## config.mk

```make
export PLATFORM = sky130hd
export DESIGN_NAME = mem_cmd_initiator
export DESIGN_NICKNAME = d
export VERILOG_FILES = /design/src/rtl/mem_cmd_initiator.sv
export SDC_FILE = /design/constraint.sdc
export NUM_CORES = 1
export LEC_CHECK = 0
export BUFFER_PORTS_ARGS = -buffer_cell sky130_fd_sc_hd__buf_4
export CAP_MARGIN = 10
export CORE_AREA = 3 3 64 66
export DETAILED_ROUTE_END_ITERATION = 12
export DIE_AREA = 0 0 67 69
export PLACE_DENSITY = 0.67
export SLEW_MARGIN = 25
export SYNTH_ARGS = -nofsm -noshare
export SYNTH_HDL_FRONTEND = slang
export SYNTH_SLANG_ARGS = --single-unit
```

## constraint.sdc

```tcl
create_clock -name CLK -period 1.87 [get_ports CLK]
set_input_delay 0.187 -clock CLK [delete_from_list [all_inputs] [get_ports CLK]]
set_output_delay 0.187 -clock CLK [all_outputs]
set_load 0.01 [all_outputs]
```

## src/rtl/mem_cmd_initiator.sv

```systemverilog
// -----------------------------------------------------------------------------
// mem_cmd_initiator
//
// Purpose:
//   Accepts read/write commands into a small FIFO and issues them one at a
//   time, in order, to a memory with separate write and read ports. Each read
//   produces a held response that must be consumed before the next command is
//   issued. Writes produce no response.
//
// Parameters:
//   CMD_DEPTH      command FIFO entries (power of 2, 2..16)
//
// Ports:
//   CLK            single rising-edge clock
//   RST_N          asynchronous active-low reset
//   cmd_valid      command offered
//   cmd_ready      FIFO can accept (not full, and out of reset)
//   cmd_op         1 = write, 0 = read
//   cmd_addr       target address (3 bits)
//   cmd_data       write data (ignored for reads)
//   rsp_valid      read response held
//   rsp_ready      response consumed
//   rsp_addr       address of the read being answered
//   rsp_data       read value
//   rsp_err        shadow mismatch flag (0 unless shadow check is built in)
//   write_address  memory write port address
//   write_data     memory write port data
//   write_en       memory write port enable (only while write_rdy is high)
//   write_rdy      memory write port ready
//   read_address   memory read port address
//   read_en        memory read port enable (only while read_rdy is high)
//   read_rdy       memory read port ready
//   read_data      memory read data, valid when read_en && read_rdy
//
// Build option:
//   MEM_CMD_INITIATOR_SHADOW_CHECK_EN  keeps an 8-entry 1-bit shadow of every
//   write and flags rsp_err when a read returns a value that differs from it.
// -----------------------------------------------------------------------------
module mem_cmd_initiator #(
    parameter int CMD_DEPTH = 4
) (
    input  logic       CLK,
    input  logic       RST_N,
    input  logic       cmd_valid,
    output logic       cmd_ready,
    input  logic       cmd_op,
    input  logic [2:0] cmd_addr,
    input  logic       cmd_data,
    output logic       rsp_valid,
    input  logic       rsp_ready,
    output logic [2:0] rsp_addr,
    output logic       rsp_data,
    output logic       rsp_err,
    output logic [2:0] write_address,
    output logic       write_data,
    output logic       write_en,
    input  logic       write_rdy,
    output logic [2:0] read_address,
    output logic       read_en,
    input  logic       read_rdy,
    input  logic       read_data
);

    localparam int PTR_W = $clog2(CMD_DEPTH);
    localparam int CNT_W = PTR_W + 1;

    typedef enum logic [1:0] {
        IDLE,
        WR,
        RD,
        RESP
    } state_t;

    state_t state;

    // Command FIFO storage and bookkeeping
    logic [CMD_DEPTH-1:0] fifo_op;
    logic [CMD_DEPTH-1:0] fifo_data;
    logic [2:0]           fifo_addr [CMD_DEPTH];
    logic [PTR_W-1:0]     wr_ptr;
    logic [PTR_W-1:0]     rd_ptr;
    logic [CNT_W-1:0]     count;

    // Held low through reset so cmd_ready stays 0 until the first edge after
    // RST_N rises, even though the FIFO already reads as empty.
    logic                 ready_q;

    // Issued command and captured response
    logic [2:0]           cmd_addr_q;
    logic                 cmd_data_q;
    logic [2:0]           rsp_addr_q;
    logic                 rsp_data_q;

    logic fifo_full;
    logic fifo_empty;
    logic push;
    logic pop;

    assign fifo_full  = (count == CNT_W'(CMD_DEPTH));
    assign fifo_empty = (count == '0);
    assign cmd_ready  = ready_q && !fifo_full;
    assign push       = cmd_valid && cmd_ready;
    assign pop        = (state == IDLE) && !fifo_empty;

    assign write_en      = (state == WR) && write_rdy;
    assign read_en       = (state == RD) && read_rdy;
    assign write_address = cmd_addr_q;
    assign write_data    = cmd_data_q;
    assign read_address  = cmd_addr_q;
    assign rsp_valid     = (state == RESP);
    assign rsp_addr      = rsp_addr_q;
    assign rsp_data      = rsp_data_q;

    // FIFO payload; contents are meaningless while count says empty, so no reset
    always_ff @(posedge CLK) begin
        if (push) begin
            fifo_op[wr_ptr]   <= cmd_op;
            fifo_data[wr_ptr] <= cmd_data;
            fifo_addr[wr_ptr] <= cmd_addr;
        end
    end

    // Pointers wrap naturally because CMD_DEPTH is a power of 2
    always_ff @(posedge CLK or negedge RST_N) begin
        if (!RST_N) begin
            wr_ptr  <= '0;
            rd_ptr  <= '0;
            count   <= '0;
            ready_q <= 1'b0;
        end else begin
            ready_q <= 1'b1;
            if (push) begin
                wr_ptr <= wr_ptr + PTR_W'(1);
            end
            if (pop) begin
                rd_ptr <= rd_ptr + PTR_W'(1);
            end
            case ({push, pop})
                2'b10:   count <= count + CNT_W'(1);
                2'b01:   count <= count - CNT_W'(1);
                default: count <= count;
            endcase
        end
    end

`ifdef MEM_CMD_INITIATOR_SHADOW_CHECK_EN
    logic [7:0] shadow;
    logic       rsp_err_q;
    assign rsp_err = rsp_err_q;
`else
    assign rsp_err = 1'b0;
`endif

    // Issue FSM: one command in flight, from pop to write fire or response consumed
    always_ff @(posedge CLK or negedge RST_N) begin
        if (!RST_N) begin
            state      <= IDLE;
            cmd_addr_q <= '0;
            cmd_data_q <= 1'b0;
            rsp_addr_q <= '0;
            rsp_data_q <= 1'b0;
`ifdef MEM_CMD_INITIATOR_SHADOW_CHECK_EN
            shadow     <= '0;
            rsp_err_q  <= 1'b0;
`endif
        end else begin
            case (state)
                IDLE: begin
                    if (!fifo_empty) begin
                        cmd_addr_q <= fifo_addr[rd_ptr];
                        cmd_data_q <= fifo_data[rd_ptr];
                        state      <= fifo_op[rd_ptr] ? WR : RD;
                    end
                end
                WR: begin
                    if (write_rdy) begin
`ifdef MEM_CMD_INITIATOR_SHADOW_CHECK_EN
                        shadow[cmd_addr_q] <= cmd_data_q;
`endif
                        state <= IDLE;
                    end
                end
                RD: begin
                    if (read_rdy) begin
                        rsp_addr_q <= cmd_addr_q;
                        rsp_data_q <= read_data;
`ifdef MEM_CMD_INITIATOR_SHADOW_CHECK_EN
                        rsp_err_q  <= (read_data != shadow[cmd_addr_q]);
`endif
                        state <= RESP;
                    end
                end
                RESP: begin
                    if (rsp_ready) begin
                        state <= IDLE;
                    end
                end
                default: state <= IDLE;
            endcase
        end
    end

endmodule

```

After elaboration in Yosys (flattened, before gate mapping)
Memory sizes are Yosys's and may differ from the RTL's. A register that Yosys moved wholly into a read port is not among the register bits.
Index checks and enable logic that the tools add are counted.
{"block": "totals", "mem_bits_rw": 12, "input_bits": 12, "out_inout_bits": 16, "n_memories": 1, "reg_bits": 23}
{"name": "fifo_addr", "depth": 4, "width": 3, "read_ports": 1, "rd_ports_with_merged_regs": 1, "write_ports": 1, "line": "79", "text": "logic [2:0] fifo_addr [CMD_DEPTH];"}
{"block": "op_classes", "add_sub_neg": 4, "bitwise_logic": 1, "mux": 17, "order_cmp": 3, "eq_ne": 10, "n_reduce_logical": 15}
{"cell": "two-way mux 2 bit", "count": 5}
{"cell": "bitwise mux 4 bit", "count": 2}
{"cell": "case mux 2 bit (4 select lines)", "count": 1}
{"cell": "== test 2 bit, second input constant", "count": 3}
{"cell": "logical AND 1 bit", "count": 6}
{"cell": "< comparator 2 x 3 -> 1 bit, second input constant", "count": 2}
{"cell": "inequality test 2 bit, second input constant", "count": 3}
{"cell": "case mux 3 bit (2 select lines)", "count": 1}
{"cell": "two-way mux 1 bit", "count": 5}
{"cell": "adder 2 x 1 -> 2 bit, second input constant", "count": 2}
{"cell": "binary-select mux 1 bit (select 2 bit)", "count": 2}
{"cell": "== test 2 x 1 -> 1 bit, second input constant", "count": 2}
{"cell": "AND reduction 2 bit", "count": 2}
{"cell": "AND reduction 4 bit", "count": 1}
{"cell": "adder 3 x 1 -> 3 bit, second input constant", "count": 1}
{"cell": "== test 3 bit, second input constant", "count": 1}
{"cell": "zero test 1 bit", "count": 3}
{"cell": "zero test 3 bit", "count": 1}
{"cell": "subtractor 3 x 1 -> 3 bit, second input constant", "count": 1}
{"cell": "demux 1 bit (select 2 bit)", "count": 1}
{"cell": "greater-or-equal comparator 2 x 1 -> 1 bit, second input constant", "count": 1}
{"cell": "zero test 2 bit", "count": 1}
{"cell": "inequality test 2 x 1 -> 1 bit, second input constant", "count": 1}
{"cell": "nonzero test 2 bit", "count": 1}
{"cell": "inverter 1 bit", "count": 1}

Logic depth before layout (Yosys ltp)
Gate-level depths: netlist of the first run.
{"block": "logic_depth", "word_depth": 6, "mapped_depth": 9}

Least setup slack after synthesis of the first run
Ideal clock, no wire load.
{"block": "synth_path", "path_kind": "register to register", "startpoint": "register state[1]", "endpoint": "register count[2]", "t_arrival_ns": 1.853, "slack_ns": -0.063, "synth_period_minus_slack_ns": 1.933, "setup_ns": 0.080, "required_ns": 1.790, "stages_incl_launch_ff": 9, "cell_sequence": "dfrtp_1 > buf_2 > nor3_4 > ha_1 > inv_1 > fa_1 > xor2_1 > nor2_1 > xnor2_1"}
{"block": "synth_via", "elab_chain_len": 4, "word_cells_on_any_way": 6, "cone_classes": "2 x eq/ne; 1 x mux; 3 x reduce/logical"}
{"element": "start, declared", "line": "74", "text": "state_t state;"}
{"element": "start signal, assigned", "line": "172", "text": "state <= fifo_op[rd_ptr] ? WR : RD;"}
{"element": "zero test 2 bit *", "line": "103", "text": "assign pop = (state == IDLE) && !fifo_empty;"}
{"element": "logical AND 1 bit *", "line": "103"}
{"element": "named net pop", "line": "97", "text": "logic pop;"}
{"element": "== test 2 x 1 -> 1 bit / == test 2 bit (equally long branches)", "line": "138", "text": "case ({push, pop})"}
{"element": "case mux 3 bit (2 select lines) / nonzero test 2 bit (equally long branches)"}
{"element": "end signal, assigned", "line": "139", "text": "2'b10: count <= count + CNT_W'(1);"}
{"element": "end signal, assigned", "line": "140", "text": "2'b01: count <= count - CNT_W'(1);"}
{"element": "end signal, assigned", "line": "141", "text": "default: count <= count;"}
{"element": "end, declared", "line": "82", "text": "logic [CNT_W-1:0] count;"}
The timed path passes the listed nets; every way through them passes the cells marked *.
A chain may end at the register's enable or synchronous reset.

Final worst setup path of the first run
{"block": "layout_path", "startpoint": "register count[1]", "endpoint": "register count[2]"}
{"block": "layout_via", "elab_chain_len": 6, "word_cells_on_any_way": 13, "cone_classes": "2 x add/sub; 3 x eq/ne; 1 x mux; 7 x reduce/logical"}
{"element": "== test 3 bit", "line": "99", "text": "assign fifo_full = (count == CNT_W'(CMD_DEPTH));"}
{"element": "zero test 1 bit", "line": "101", "text": "assign cmd_ready = ready_q && !fifo_full;"}
{"element": "logical AND 1 bit", "line": "101"}
{"element": "logical AND 1 bit", "line": "102", "text": "assign push = cmd_valid && cmd_ready;"}
{"element": "== test 2 x 1 -> 1 bit / == test 2 bit (equally long branches)", "line": "138"}
{"element": "case mux 3 bit (2 select lines) / nonzero test 2 bit (equally long branches)"}
Parallel ways exist; a longest one is shown, timed or not.

==> results of run 1 <==
layer usage:
| metal | part of all wire [%] | up-vias | track usage [%] | wire [um] |
|---|---|---|---|---|
| li1 | - | 441 | - | - |
| met1 | 44 | 455 | 17.2 | 1200 |
| met2 | 47 | 31 | 19.5 | 1270 |
| met3 | 7.8 | 6 | 5.70 | 212 |
| met4 | 1.7 | 0 | 5.41 | 47 |
| met5 | 0 | - | 0 | 0 |
flip-flops by register name, summed over array words and instances (netlist names):
signal	flops
wr_ptr	2
fifo_data	4
fifo_op	4
read_address	3
count	3
rd_ptr	2
write_data	1
rsp_data	1
fifo_addr	12
rsp_addr	3
state	2
ready_q	1
worst max-delay path: stages (launching register included):
cell	delay [ps]
dfrtp_1	400
o311a_4	390
inv_2	70
ha_4	130
inv_2	40
fa_2	330
xor2_1	140
nor2_1	130
xnor2_1	130
logic make-up after synthesis:
kind of cell	synth area share, %
XOR/XNOR	3.16
other	0.451
AND/OR/NAND/NOR	5.64
flip-flops	63.1
adder cells (fa/ha/maj)	4.96
buffers and inverters	5.26
AO/OA/AOI/OAI	3.08
multiplexers	14.4
power breakdown:
| group | total, mW | switching (mW) | leakage (nW) | internal, mW |
|---|---|---|---|---|
| clock network | 0.807 | 0.279 | 0.0658 | 0.528 |
| logic | 1.41 | 0.588 | 0.448 | 0.823 |
| registers | 1.35 | 0.214 | 0.392 | 1.13 |
final timing paths:
check                            start  slack, ps           to  depth (start not counted)
setup / recovery              count[1]         60     count[2]                          8
hold / removal               write_rdy         90     state[0]                          2
setup reg to reg              count[1]         60     count[2]                          8
hold reg to reg            rsp_addr[2]        510  rsp_addr[2]                          1
max in group asynchronous        RST_N       1370    wr_ptr[0]                          2
min in group asynchronous        RST_N        300     state[0]                          2
placed cells by master, fill, tap and decap left out, drive strengths merged:
cell type    count
buf             37
edfxtp          20
dfrtp           18
inv             10
mux2             9
mux4             5
clkbuf           5
ha               5
and2             4
xnor2            3
xor2             3
nor2             2
nand2            2
conb             2
bufinv           2
nor3             2
o311a            1
o31a             1
and3             1
nand3            1
or4              1
o2111ai          1
o211ai           1
o311ai           1
nor4b            1
o31ai            1
mux2i            1
fa               1
clkinv           1
dlygate4sd3      1
cell type report:
type	count	area share (%)
Timing Repair Buffer	38	13.6
Multi-Input combinational cell	49	26.1
Inverter	10	1.77
Clock buffer	5	3.24
Sequential cell	38	49.5
Tap cell	48	2.83
Clock inverter	3	3.01
stage by stage:
| step | total power [mW] | setup slack [ps] | cells | hold WS [ps] |
|---|---|---|---|---|
| global route | 3.81 | -26.0 | 191 | 78.4 |
| finish | 3.57 | 58.4 | 191 | 93.4 |
| global placement | 2.63 | 54.2 | 178 | 68.0 |
| CTS | 3.55 | 0.715 | 189 | 88.8 |
| floorplan | 2.26 | -3.93 | 104 | -109 |
| detailed placement | 2.70 | -15.5 | 178 | 72.2 |
timing repair:
item                                    CTS  global route
hold buffers                              1             0
endpoints found under the setup margin    1             2
resized for setup                         1             3
hold endpoints to repair                 18             0
pin swaps                                 1             2
setup buffers                             2             2
==> impl_results.md, run 1 <==
* Status: finished clean
* Largest net degree at the start of global routing at 19
* Synth Cell Area at 1670 sq um
* Total nets after synthesis at 122
* PwrDens at 1680 nW/um^2
* Initial Utilization at 45.8%
* CP Max Fanout at 2
* Share of the synthesized area in the top cell type at 36.1%
* Setup CP Type: flip-flop to flip-flop
* Std cell rows at 22
* Routed Antenna Nets at 0
* Area of the core at 3630 sq um
* Die area at 4620 sq um
* # clock sinks at 38
* CTS tree: yes
* Root Driver: clkbuf_8
* Crit path capture type: flip-flop
* Fin nets at 160
* Vias/cell at 4.88
* Initial antenna violation count at 0
* Total global routing overflow at 0
* Antenna diode count at 0
* Ys Warns at 0
* Slew Limit Fails at 0
* Fin area at 2120 sq um
* Register area at 1050 sq um
* Seq/Total Area, Yosys at 63.1%
* Final hold vios at 0
* Fin crit period at 1810 ps
* GRT Total Usage at 13.3%
* Synth Instances at 104
* Fin util at 58.4%
* Top-count cell post-synth: edfxtp_1
* Area growth, synth to finish at 27.4%
* Fin crit share at 96.9%
* Area contributors post-synth: edfxtp_1, dfrtp_1, mux4_2
* Multi-input gate area at 553 sq um
* Routed via count at 933
* 1st-pass router iterations at 4
* Max Cap Violations at 0
* H-tree Lvls at 2
* Vias in the first global route at 952
* Async S/R FF share, synth at 47.4%
* Clk slew on worst S/H paths at 70 ps
* Max Clock Skew at 4.34 ps
* Netlist cell types at 32
* RSZ-0062 raised after global routing: true
* Iteration-0 DRC Markers at 19
* Ports at 28
* Drt wl/cell at 14.3 um
* Number of remaining DRC errors at 0
* Post-DP Area at 1940 sq um
* Routability cong. at 0.772
* Chip width at 67 um
* Ratio of cells with drive above 1 in the final layout at 45.5%
* Top FF cell, synth: edfxtp_1
* Number of fillers in the final layout at 304
* Post-synth top cells: edfxtp_1, dfrtp_1, inv_1
* Number of port buffers at 26
* Mean post-synth cell area at 16.0 sq um
* Worst EP arrival at 2020 ps
* First-pass GRT wire length at 4480 um
* Leakage power at 0.906 nW
* Num CTS Buffers at 5
* EDFF count, synth at 20
* CTS max path bufs at 2
* Fmax at 552 MHz
* Worst vdd rail ir drop at 839 uV
* Synth area leader: edfxtp_1
* Final wirelength at 2730 um
* Startpoint Class: flip-flop
* Clock Latency Late Sink at 290 ps
* Setup TNS Final at 0 ps
* Synth Register Bits at 38
* DP HPWL at 2030 um
* Die Ht at 69 um
* Final setup fails at 0
* Hold crit path type: primary input to flip-flop
* WP data required at 2080 ps
(Power assumes the default switching activity.)
==> inputs of run 2 (changes only) <==
CORE_AREA = 3 3 63 65   (was 3 3 64 66)
CTS_CLUSTER_SIZE = 12   (was not set)
DIE_AREA = 0 0 66 68   (was 0 0 67 69)
PLACE_DENSITY = 0.69   (was 0.67)
==> run 2 against run 1 <==
  * Cell area decreased by 3.6%
  * Core utilization increased by 2.0 points
  * Highest routed layer unchanged
  * Flip-flop and latch count unchanged
==> impl_results.md, run 2 (synthesis gave the netlist of run 1 again) <==
* FF-to-FF End: count[2]
* Initial antenna violation count at 0
* Drt wl/cell at 14.2 um
* Die Ht at 68 um
* Biggest regs: fifo_addr: 12 flops, fifo_data: 4 flops, fifo_op: 4 flops
* Startpoint Class: flip-flop
* WHS Endpoint: state[0]
* Reg2reg path depth at 8
* Final hold slack at 36.7 ps
* Setup Slack @ Placement at -12.4 ps
* Fin nets at 159
* Total global routing overflow at 0
* Hold crit path type: primary input to flip-flop
* Max Clock Skew at 9.76 ps
* Commonest cells after routing, fill and taps aside: buf_4, edfxtp_1, dfrtp_1, inv_1
* Multi-input gate area at 559 sq um
* Clock Latency Late Sink at 340 ps
* WP data required at 2140 ps
* Most common cell after layout, fill and taps aside: buf_4
* Hold path start: write_rdy
* R2R setup slack at 50 ps
* Chip width at 66 um
* Area growth, synth to finish at 22.8%
* Fmax at 548 MHz
* PwrDens at 1550 nW/um^2
* Vias in the first global route at 893
* Iteration-0 DRC Markers at 23
* Fin worst setup slack at 45.1 ps
* Initial Utilization at 49.1%
* H-tree Lvls at 2
* CTS max path bufs at 2
* Vias/cell at 4.90
* Final setup fails at 0
* Flip-flop count of the largest register after layout at 12
* Largest stage delay, worst path at 410 ps
* Clk slew on worst S/H paths at 110 ps
* Routed via count at 921
* Fin cells at 188
* Post-placement cell count at 176
* Setup CP Type: flip-flop to flip-flop
* GRT Total Usage at 13.4%
* Number of remaining DRC errors at 0
* Largest net degree at the start of global routing at 19
* Final hold vios at 0
* Reg2reg start: count[1]
* Area of the core at 3390 sq um
* Register area at 1050 sq um
* Number of fillers in the final layout at 266
* Leakage power at 0.873 nW
* Number of port buffers at 26
* WP buf/inv at 2
* Std cell rows at 21
* Antenna diode count at 0
* RSZ-0062 raised after global routing: true
* CTS tree: yes
* Ports at 28
* Die area at 4490 sq um
* Crit path capture type: flip-flop
* 1st-pass router iterations at 3
* Max Cap Violations at 0
* Worst vdd rail ir drop at 591 uV
* WHS Path Cells at 2
* Fin crit share at 97.6%
* Routability cong. at 0.844
* CP top delay family: adder cells
* Ratio of cells with drive above 1 in the final layout at 44.4%
* Root Driver: clkbuf_4
* Status: finished clean
* Fin crit period at 1820 ps
* Final wirelength at 2670 um
* Worst EP arrival at 2090 ps
* First-pass GRT wire length at 4300 um
* Num CTS Buffers at 5
* CP Max Fanout at 2
* Slew Limit Fails at 0
* Total power at 3.16 mW
* CP max stage cell: dfrtp_1
* DP HPWL at 2030 um
* Largest Register: fifo_addr
* Cell chain of the critical path: o311a_4 -> inv_2 -> ha_4 -> inv_1 -> fa_2 -> xor2_1 -> nor2_1 -> xnor2_1
* # clock sinks at 38
* Routed Antenna Nets at 0
-- run 2: worst max path at each step --
stage                     slack [ps]        to  cells past startpoint  startpoint
after CTS                         10  count[2]                      8    count[1]
final                             50  count[2]                      8    count[1]
after detailed placement         -10  count[2]                      8    count[0]
after global routing             -30  count[2]                      9    count[1]
after global placement            50  count[2]                      8    count[0]
after floorplan                   -4  count[2]                      8    state[1]
-- run 2: metrics by stage --
stage	cell area (sq um)	setup TNS, ps	util (%)
after floorplan	1690	-3.93	-
after global placement	1940	0	57.1
after detailed placement	1940	-12.4	57.1
after CTS	2030	0	59.9
after global routing	2050	-30.8	60.4
final	2050	0	60.4
-- run 2: layout make-up --
class,count,area share (%)
sequential,38,51.4
clock inverter,1,0.245
multi-input combinational,49,27.3
tap,46,2.81
inverter,10,1.83
clock buffer,7,2.69
timing repair buffer,37,13.7
-- run 2: worst register-to-register path, delay by kind of cell (launching register included) --
| family | cells | cell delay [ps] |
|---|---|---|
| AND/OR/NAND/NOR | 1 | 130 |
| AO/OA/AOI/OAI | 1 | 390 |
| buffers and inverters | 2 | 100 |
| XOR/XNOR | 2 | 270 |
| flip-flops | 1 | 410 |
| adder cells (fa/ha/maj) | 2 | 440 |
-- run 2: routing by layer --
metal	wire, um	GRT usage, %	vias to the layer above
li1	-	-	439
met1	1110	16.5	449
met2	1310	21.4	28
met3	206	5.75	5
met4	42	4.57	0
met5	0	0	-
-- run 2: repair_timing --
item | 4_1_cts | 5_1_grt
setup buffers | 3 | 0
pin swaps | 2 | 0
endpoints found under the hold margin | 18 | 0
hold buffers | 1 | 0
gates resized for setup | 0 | 4
setup endpoints to repair | 1 | 2
-- run 2: report_power, final --
group | switching, mW | leakage (nW) | internal (mW)
Clock | 0.246 | 0.0353 | 0.182
Combinational | 0.588 | 0.445 | 0.806
Sequential | 0.209 | 0.392 | 1.13
Total | 1.04 | 0.873 | 2.12
==> inputs of run 3 (changes only) <==
ABC_AREA = 1   (was not set)
PLACE_DENSITY = 0.71   (was 0.69)
==> run 3 against run 2 <==
  * Sequential share of layout area fell by 1.8 points
  * Synthesized cell count rose by 63%
  * Setup slack got worse by 30 ps
  * Power is 5.5% higher
  * Via count rose by 36%
  * Final cell count grew 37%
  * Critical path depth grew 1
  * Sequential power about the same
  * Combinational power is 15% higher
  * Clock-buffer cell count stayed put
  * Wire length increased by 20%
  * Largest cell class unchanged
==> impl_results.md, run 3 <==
* Slew Limit Fails at 0
* Cell chain of the critical path: nor2_4 -> a21boi_2 -> nand2_4 -> ha_4 -> inv_4 -> fa_2 -> a21oi_2 -> o21ai_2 -> xor2_1
* Drt wl/cell at 12.4 um
* DP HPWL at 2300 um
* Status: finished clean
* Worst vdd rail ir drop at 620 uV
* Vias in the first global route at 1204
* Most common cell after layout, fill and taps aside: buf_4
* 1st-pass router iterations at 4
* CTS tree: yes
* Chip width at 66 um
* Share of the synthesized area in the top cell type at 34.7%
* Largest stage delay, worst path at 430 ps
* Netlist cell types at 26
* Ys Warns at 0
* Total global routing overflow at 0
* R2R setup slack at 20 ps
* Ports at 28
* Total power at 3.34 mW
* Worst EP arrival at 2090 ps
* Synth Register Bits at 38
* Fin area at 2120 sq um
* Post-synth top cells: nand2_1, nor2_1, edfxtp_1
* CP max stage cell: dfrtp_1
* Total nets after synthesis at 188
* Synth area leader: edfxtp_1
* Num CTS Buffers at 5
* Max Clock Skew at 13.0 ps
* Clk slew on worst S/H paths at 110 ps
* Crit path capture type: flip-flop
* # clock sinks at 38
* Clock Latency Late Sink at 350 ps
* Area contributors post-synth: edfxtp_1, dfrtp_1, nand2_1
* Number of remaining DRC errors at 0
* Largest Register: fifo_addr
* WP buf/inv at 1
* Vias/cell at 4.86
* Fmax at 539 MHz
* Final wirelength at 3200 um
* WP data required at 2100 ps
* Synth Cell Area at 1730 sq um
* Fin crit share at 99.2%
* Commonest cells after routing, fill and taps aside: buf_4, nand2_1, nor2_1, edfxtp_1
* Final setup fails at 0
* Area growth, synth to finish at 22.5%
* First-pass GRT wire length at 5110 um
* GRT Total Usage at 15.6%
* Std cell rows at 21
* Flip-flop count of the largest register after layout at 12
* CP top delay family: adder cells
* Antenna diode count at 0
* Iteration-0 DRC Markers at 46
* Number of port buffers at 26
* H-tree Lvls at 2
* Initial antenna violation count at 0
* RSZ-0062 raised after global routing: true
* Routability cong. at 0.761
* Routed Antenna Nets at 0
* CP Max Fanout at 3
* Area of the core at 3390 sq um
* Crit. path cell count at 9
* Top-count cell post-synth: nand2_1
* WHS Path Cells at 1
* Fin worst setup slack at 15.5 ps
* Async S/R FF share, synth at 47.4%
* Die Ht at 68 um
* Setup TNS Final at 0 ps
* EDFF count, synth at 20
* Die area at 4490 sq um
* CTS max path bufs at 2
* Root Driver: clkbuf_4
* Final hold vios at 0
* Reg2reg path depth at 9
* Routed via count at 1250
* Setup CP Type: flip-flop to flip-flop
* Largest net degree at the start of global routing at 19
* Startpoint Class: flip-flop
* Top FF cell, synth: edfxtp_1
* Fin nets at 228
* Ratio of cells with drive above 1 in the final layout at 29.9%
* Register area at 1050 sq um
* Setup Slack @ Placement at -73.7 ps
* Leakage power at 0.981 nW
* Biggest regs: fifo_addr: 12 flops, fifo_data: 4 flops, fifo_op: 4 flops
* Fin crit period at 1850 ps
* Multi-input gate area at 569 sq um
* Initial Utilization at 51.1%
* Max Cap Violations at 0
* Mean post-synth cell area at 10.2 sq um
* Synth Instances at 170
* PwrDens at 1570 nW/um^2
* Seq/Total Area, Yosys at 60.7%
* Number of fillers in the final layout at 282
* Hold crit path type: primary input to flip-flop
* Post-DP Area at 1970 sq um
## run 3: changes by cell type after synthesis, moves of 4 or more
| cell | delta |
|---|---|
| mux4_2 | -5 |
| nor2_1 | +22 |
| o21ai_1 | +4 |
| o21ai_0 | +13 |
| mux2_4 | -4 |
| and2_1 | -4 |
| mux2_2 | -4 |
| inv_1 | +9 |
| nand2_1 | +28 |
| nand2_2 | +4 |
## run 3: final cells by class
cell class                      instances  area share (%)
Tap cell                               46            2.71
Clock buffer                            7            2.12
Clock inverter                          1           0.354
Sequential cell                        38            49.5
Timing Repair Buffer                   40            14.3
Inverter                               23            4.19
Multi-Input combinational cell        102            26.8
## run 3: layer usage
metal / global-route usage (%) / share of wire [%]
met3: 3.94 / 5.9
met1: 17.1 / 40
met4: 9.14 / 1.9
met2: 27.5 / 52
met5: 0 / 0
## run 3: worst paths after layout
path                              endpoint   startpoint
max                               count[2]     count[1]
min                        fifo_addr[0][1]  cmd_addr[1]
max reg2reg                       count[2]     count[1]
min reg2reg                       rsp_data     rsp_data
max in group asynchronous         count[2]        RST_N
min in group asynchronous      rsp_addr[0]        RST_N
## run 3: timing repair
| item | CTS | global route |
|---|---|---|
| hold endpoints to repair | 18 | 0 |
| hold buffers | 1 | 0 |
| gates resized for setup | 3 | 8 |
| setup endpoints to repair | 1 | 2 |
| pin swaps | 1 | 6 |
| setup buffers | 1 | 6 |
## run 3: logic make-up (layout without fill, tap and decap cells)
logic type	after synthesis	count (layout)	share of synthesized area (%)
compound gates	21	21	6.50
xor+xnor	4	4	2.02
fa+ha+maj	6	6	4.77
buf+inv	30	71	8.31
flops	38	38	60.7
other cells	2	2	0.434
simple gates	69	69	17.3
## run 3: metrics by stage
stage               instances  hold slack, ps  utilization [%]
finish                    257            25.8             62.6
global route              257            4.19             62.6
CTS                       251            13.3             60.4
floorplan                 170            -109                -
global placement          241            61.7             58.2
detailed placement        241            67.5             58.2
## run 3: where the power goes
part           total (mW)  internal (mW)  leakage [nW]  switching, mW
Clock               0.412          0.148        0.0255          0.264
Combinational        1.60          0.736         0.557          0.865
Sequential           1.32           1.12         0.398          0.202
Total                3.34           2.01         0.981           1.33
